**config.mk**
```make
export PLATFORM = sky130hd
export DESIGN_NAME = alu_exec_ctrl
export DESIGN_NICKNAME = d
export VERILOG_FILES = /design/src/rtl/alu_exec_ctrl.sv
export SDC_FILE = /design/constraint.sdc
export NUM_CORES = 1
export LEC_CHECK = 0
export CORE_UTILIZATION = 35
export DETAILED_ROUTE_END_ITERATION = 6
export HOLD_SLACK_MARGIN = 0.15
export MAX_ROUTING_LAYER = met4
export PLACE_DENSITY_LB_ADDON = 0.25
export SLEW_MARGIN = 5
export SYNTH_ARGS = -nofsm -noshare
export SYNTH_HDL_FRONTEND = slang
export SYNTH_SLANG_ARGS = --single-unit
```
**constraint.sdc**
```tcl
create_clock -name clk -period 1.5 [get_ports clk]
set_input_delay 0.15 -clock clk [delete_from_list [all_inputs] [get_ports clk]]
set_output_delay 0.15 -clock clk [all_outputs]
set_load 0.03 [all_outputs]
```
**src/rtl/alu_exec_ctrl.sv**
```systemverilog
// alu_exec_ctrl: execute sequencer for the ALU; define ALU_MULTICYCLE_EN for multi-cycle MUL/MOD
module alu_exec_ctrl #(
  parameter int MUL_LAT = 4,
  parameter int MOD_LAT = 8
) (
  input  logic        clk,
  input  logic        reset,
  input  logic        start,
  input  logic [4:0]  opcode,
  input  logic [31:0] alu_result,
  input  logic [1:0]  flag,
  input  logic        mem_ready,
  output logic        en_exe_pulse,
  output logic [31:0] alu_result_reg,
  output logic [1:0]  flag_reg,
  output logic        mem_req,
  output logic        mem_we,
  output logic        rf_we,
  output logic        wb_sel,
  output logic        busy,
  output logic        done
);
  typedef enum logic [1:0] {IDLE, EXEC, MEM, WB} state_t;
  state_t state;
  logic [4:0] op;
  logic last, is_nop, is_lad, is_str, is_sub;
  if (MUL_LAT < 1 || MOD_LAT < 1) begin : g_lat_check
    $error("MUL_LAT and MOD_LAT must be at least 1");
  end
  assign is_lad = op == 5'b10110;
  assign is_str = op == 5'b10111;
  assign is_sub = op inside {5'b00100, 5'b00101};
  assign is_nop = !(op inside {[5'b00010:5'b10111], 5'b11100, 5'b11101});
`ifdef ALU_MULTICYCLE_EN
  logic [31:0] cnt, len_m1;
  assign len_m1 = opcode inside {5'b00110, 5'b00111} ? 32'(MUL_LAT - 1) :
                  opcode inside {5'b01000, 5'b01001} ? 32'(MOD_LAT - 1) : '0;
  assign last = cnt == '0;
  // Remaining EXEC cycles: loaded on accept, counted down to zero in EXEC
  always_ff @(posedge clk)
    if (reset) cnt <= '0;
    else if (state == IDLE && start) cnt <= len_m1;
    else if (state == EXEC && !last) cnt <= cnt - 32'd1;
`else
  assign last = 1'b1;
`endif
  // Instruction sequencing plus the architectural result/flag registers
  always_ff @(posedge clk)
    if (reset) begin
      state <= IDLE;
      op <= '0;
      alu_result_reg <= '0;
      flag_reg <= '0;
    end else begin
      case (state)
        IDLE: if (start) begin
          op <= opcode;
          state <= EXEC;
        end
        EXEC: if (last) begin
          if (!is_nop && !is_str) alu_result_reg <= alu_result;
          if (is_sub) flag_reg <= flag;
          state <= (is_lad || is_str) ? MEM : is_nop ? IDLE : WB;
        end
        MEM: if (mem_ready) state <= is_lad ? WB : IDLE;
        default: state <= IDLE;
      endcase
    end
  assign en_exe_pulse = state == EXEC;
  assign mem_req = state == MEM;
  assign mem_we = state == MEM && is_str;
  assign rf_we = state == WB;
  assign wb_sel = state == WB && is_lad;
  assign busy = state != IDLE;
  assign done = state == WB || (state == EXEC && last && is_nop) || (state == MEM && mem_ready && is_str);
endmodule

```
**Yosys cells after proc, flatten, opt, wreduce, memory -nomap -nowiden**

Cells that the tools add are included.

- Order comparisons: 2
- Reductions and logical operators: 20
- Mux-type cells: 6
- Eq/ne operators: 11

Operator list:

| operator | count |
|---|---|
| $eq 5x5->1 const B | 4 |
| $eq 5x3->1 const B | 2 |
| $mux 2 | 5 |
| $reduce_and 2->1 | 4 |
| $logic_and 1x1->1 | 7 |
| $pmux 2 s3 | 1 |
| $ge 5x2->1 const B | 1 |
| $le 5x5->1 const B | 1 |
| $eq 2x2->1 const B | 2 |
| $ne 2x2->1 const B | 2 |
| $reduce_bool 2->1 | 2 |
| $logic_or 1x1->1 | 3 |
| $reduce_bool 3->1 | 1 |
| $eq 2x1->1 const B | 1 |
| $logic_not 1->1 | 2 |
| $logic_not 2->1 | 1 |

- Register bits after elaboration: 41
- Output and inout bits: 41
- Input port bits: 43
- Word-level logic and storage cells: 43

**Depth between registers and ports, before layout**

- Depth after elaboration: 7
- Gate-level depth with buffers: 5
- Mapped depth without buffers: 4

**Worst setup path before layout**

OpenSTA, ideal clock, no wires.

- Path type: register -> output
- From: register op[4]
- To: output port done
- Data arrival time: 1.509 ns
- Path buffers: 0
- Required time: 1.350 ns
- Cell stages (with the launch flop): 5
- Setup slack: -0.159 ns
- Path through: dfxtp_1 or4_4 o21ai_0 a21oi_1 a21oi_1

- Longest elaborated chain between the ends: 7
- Elaborated cells between the ends (all ways): 12
- Those cells by class: order compare: 2; eq/ne: 3; reduce/logical: 7

Ends and longest elaborated chain:

| what | RTL line | RTL |
|---|---|---|
| start: declaration | 25 | `logic [4:0] op;` |
| start signal: assignment | 57 | `op <= opcode;` |
| $ge 5x2->1 or $le 5x5->1 (tied branches) | 33 | `assign is_nop = !(op inside {[5'b00010:5'b10111], 5'b11100, 5'b11101});` |
| $logic_and 1x1->1 | 33 |  |
| $reduce_bool 3->1 | 33 |  |
| $logic_not 1->1 | 33 |  |
| $logic_and 1x1->1 | 75 | `assign done = state == WB \|\| (state == EXEC && last && is_nop) \|\| (state == MEM && mem_ready && is_str);` |
| $logic_or 1x1->1 | 75 |  |
| $logic_or 1x1->1 (*) | 75 |  |
| end: declaration | 21 | `output logic done` |

Mark *: on every way between the ends. The rest lies on a longest branch, timed or not.

**Worst setup path after layout**

- From: register op[1]
- To: register alu_result_reg[14]

- Longest elaborated chain between the ends: 5
- Elaborated cells between the ends (all ways): 10
- Those cells by class: order compare: 2; eq/ne: 3; reduce/logical: 5

Ends and longest elaborated chain:

| what | RTL line | RTL |
|---|---|---|
| $ge 5x2->1 or $le 5x5->1 (tied branches) | 33 |  |
| $logic_and 1x1->1 | 33 |  |
| $reduce_bool 3->1 | 33 |  |
| $logic_and 1x1->1 (*) | 61 | `if (!is_nop && !is_str) alu_result_reg <= alu_result;` |
| $reduce_and 2->1 (no line) (*) | - |  |
| end signal: assignment | 61 |  |
| end: declaration | 14 | `output logic [31:0] alu_result_reg,` |

Marks and branches as above.
A chain may end at the register's enable or synchronous reset.

==> results.md <==
* Die ar. at 6310 sq um
* Flops & latches, synth at 41
* Met2 Resource Use GR at 0.213
* Finished layout cell area at 3310 sq um
* Max Transition Viols Final at 0
* Antenna viol nets, final at 0
* Clock period minus worst slack at 1740 ps
* Reg-to-reg endpoint: alu_result_reg[14]
* Post-Syn Instances at 194
* Area Overhead vs Synth at 57.5%
* Worst vdd ir at 0.372 mV
* Worst Setup End Kind: flop
* Final hold slack at 397 ps
* Static Leak at 1.40 nW
* Placed cell area at 3020 sq um
* Failing checks: setup timing
* Startpoint types: flop
* GRT met3 Usage at 0.0526
* Cell Area, Synth at 2100 sq um
* Layout Cells excl Fill at 366
* Drt drc at 0
* Gpl congestion at 0.704
* Flop2flop setup slack at -240 ps
* GRT Overall Usage at 0.144
* PD cells at 857 nW/um^2
* CP Max Fanout at 10
* Synth Area in Compound Gates at 0.0411
* Synth area leaders: dfxtp_1, or2b_2, mux2i_1, buf_12, a21oi_1
* Reg2reg path depth at 7
* Clk_lat worst skew at 280 ps
* Overall Power at 2.83 mW
* Clock sink count at 41
* DR iter-0 viols at 16
* Post-synthesis xor/xnor area fraction at 0
* Top_reg_cell synth: dfxtp_1
* Die Ht at 79.5 um
* Routed vias/inst at 4.42
* Met1 GRT Util at 0.180
* CTS buffer count at 5
* Layout cell share with drive strength beyond 1 at 0.367
* Clk root buf: clkbuf_8
* Final HPWL DP at 2.89 mm
* Synth top area share at 0.391
* Hold path depth at 3
* Port buffer count at 83
* Initial antenna violation count at 0
* Mean routed wirelength per cell at 12.2 um
* Yosys top cell by area: dfxtp_1
* Post-synth top cells: or2b_2, dfxtp_1, mux2i_1
* EDFF count, synth at 0
* Distinct cells, synth at 29
* Placed cell count at 348
* Drt total wl at 4.46 mm
* Simple-Gate Fraction of Synth Area at 0.337
* IO Pins at 84
* Mux cell area share after synthesis at 0.176
* HP Start: reset
* Sequential share of the synthesized area at 0.391
* DIE WIDTH at 79.5 um
* Largest family of logic cells by synthesized area: simple AND/OR/NAND/NOR gates
* WS Path Type: flop to flop
* Worst min-delay path class: primary input to flop
* Ratio of final minimum period to clock period at 1.16
* Worst setup margin at -239 ps
* Worst r2r src: op[1]
* Mapped Nets at 237
* Pin count of the biggest net entering global routing at 49
* GRT busiest layer: met2
* Row cnt at 27
* CTS tree: built
* Max reg flops at 32
* Clock-pin slew on the worst setup and hold paths at 80 ps
* Filler instances at 509
* WP data required at 1680 ps
* Setup repair after global routing missed its margin: true
* Most frequent cell after synthesis: or2b_2
* Nets@finish at 336
* Grt total ovfl at 0
* Vias at 1616
* Core Region at 5640 sq um
* Yosys warns at 0
* Adder-cell share of the synthesized area at 0
* Critical path arrival at 1920 ps
* Worst clock skew at 2.20 ps
* Initial core utilization at 0.372
* H-Tree Depth at 2
* Worst-margin pin slew at 355 ps
* Global-route wire length before repair at 6.83 mm
* Pre-antenna DRT Iters at 2
* Status: finished with violations
* Antenna diodes at 0
* CTS max path bufs at 2
* Avg Cell Area, Syn at 10.8 sq um
* Post-place setup slack at -59.0 ps
* Final design utilization at 0.586
* Relative slew slack at 0.763
* Hold Vio Cnt, Final at 0
* Worst hold endpoint: op[3]
* Max_cap viols at 0
* Final setup violation count at 35
* Vias in the first global route at 1458
* Setup TNS Final at -5650 ps
* Fmax at 575 MHz
* Asr flop ratio synth at 0
-- worst max-delay path: stages (launching register included) --
cell      delay [ps]
dfxtp_2          340
or4_4            520
buf_4            160
o211ai_4          90
a21oi_4           80
buf_4            160
buf_12           140
mux2i_2          140
-- layer usage --
layer / wire length, um / share of wire
met2: 1940 / 0.44
met3: 313 / 0.070
met4: 54 / 0.012
met5: 0 / 0
met1: 2150 / 0.48
-- layout by cell type (no fill, tap or decap), types with 2 or more instances in the layout --
| cell type | n |
|---|---|
| clkbuf_16 | 2 |
| buf_6 | 7 |
| dfxtp_2 | 3 |
| nand2_1 | 6 |
| dlymetal6s2s_1 | 10 |
| or2b_2 | 60 |
| dlygate4sd2_1 | 2 |
| buf_12 | 3 |
| mux2i_1 | 36 |
| dfxtp_1 | 38 |
| a21oi_1 | 4 |
| clkinv_2 | 2 |
| nand3_1 | 3 |
| clkbuf_8 | 5 |
| buf_4 | 10 |
| nor2_1 | 6 |
| o21ai_0 | 2 |
| inv_1 | 2 |
| nand2b_1 | 4 |
| clkdlybuf4s50_1 | 65 |
-- cell type report --
cell class              count  area [sq um]  area share
clock buffers               6          72.6      0.0219
inverters                   2          7.51     0.00227
repair buffers            103          1100       0.334
multi-input cells         140          1200       0.362
clock inverters             2          10.0     0.00303
well taps                  72          90.1      0.0272
flip-flops and latches     41           825       0.249
-- worst max path at each step --
stage | start | endpoint | slack [ps] | cells after the start
3_3_place_gp | op[1] | state[0] | -8 | 6
2_1_floorplan | op[4] | done | 20 | 4
4_1_cts | op[4] | done | -220 | 5
5_1_grt | op[1] | alu_result_reg[14] | -280 | 7
3_5_place_dp | op[1] | state[0] | -60 | 6
6_report | op[1] | alu_result_reg[14] | -240 | 7
-- cells by family (layout without fill, tap and decap cells) --
group,Yosys count,in the layout
AO/OA/AOI/OAI,12,12
flip-flops,41,41
AND/OR/NAND/NOR,91,91
multiplexers,37,37
buffers and inverters,13,113
-- power breakdown --
group	total (mW)	internal [mW]	switching (mW)
Clock	0.689	0.323	0.367
Combinational	0.921	0.516	0.406
Sequential	1.22	1.17	0.0525
-- timing repair --
action,4_1_cts,5_1_grt
buffers inserted,1,6
hold buffers,0,0
resized for setup,11,23
pin swaps,1,3
cloned,1,2
endpoints found under the setup margin,9,49
No activity file was read; power rests on OpenSTA's default activity.
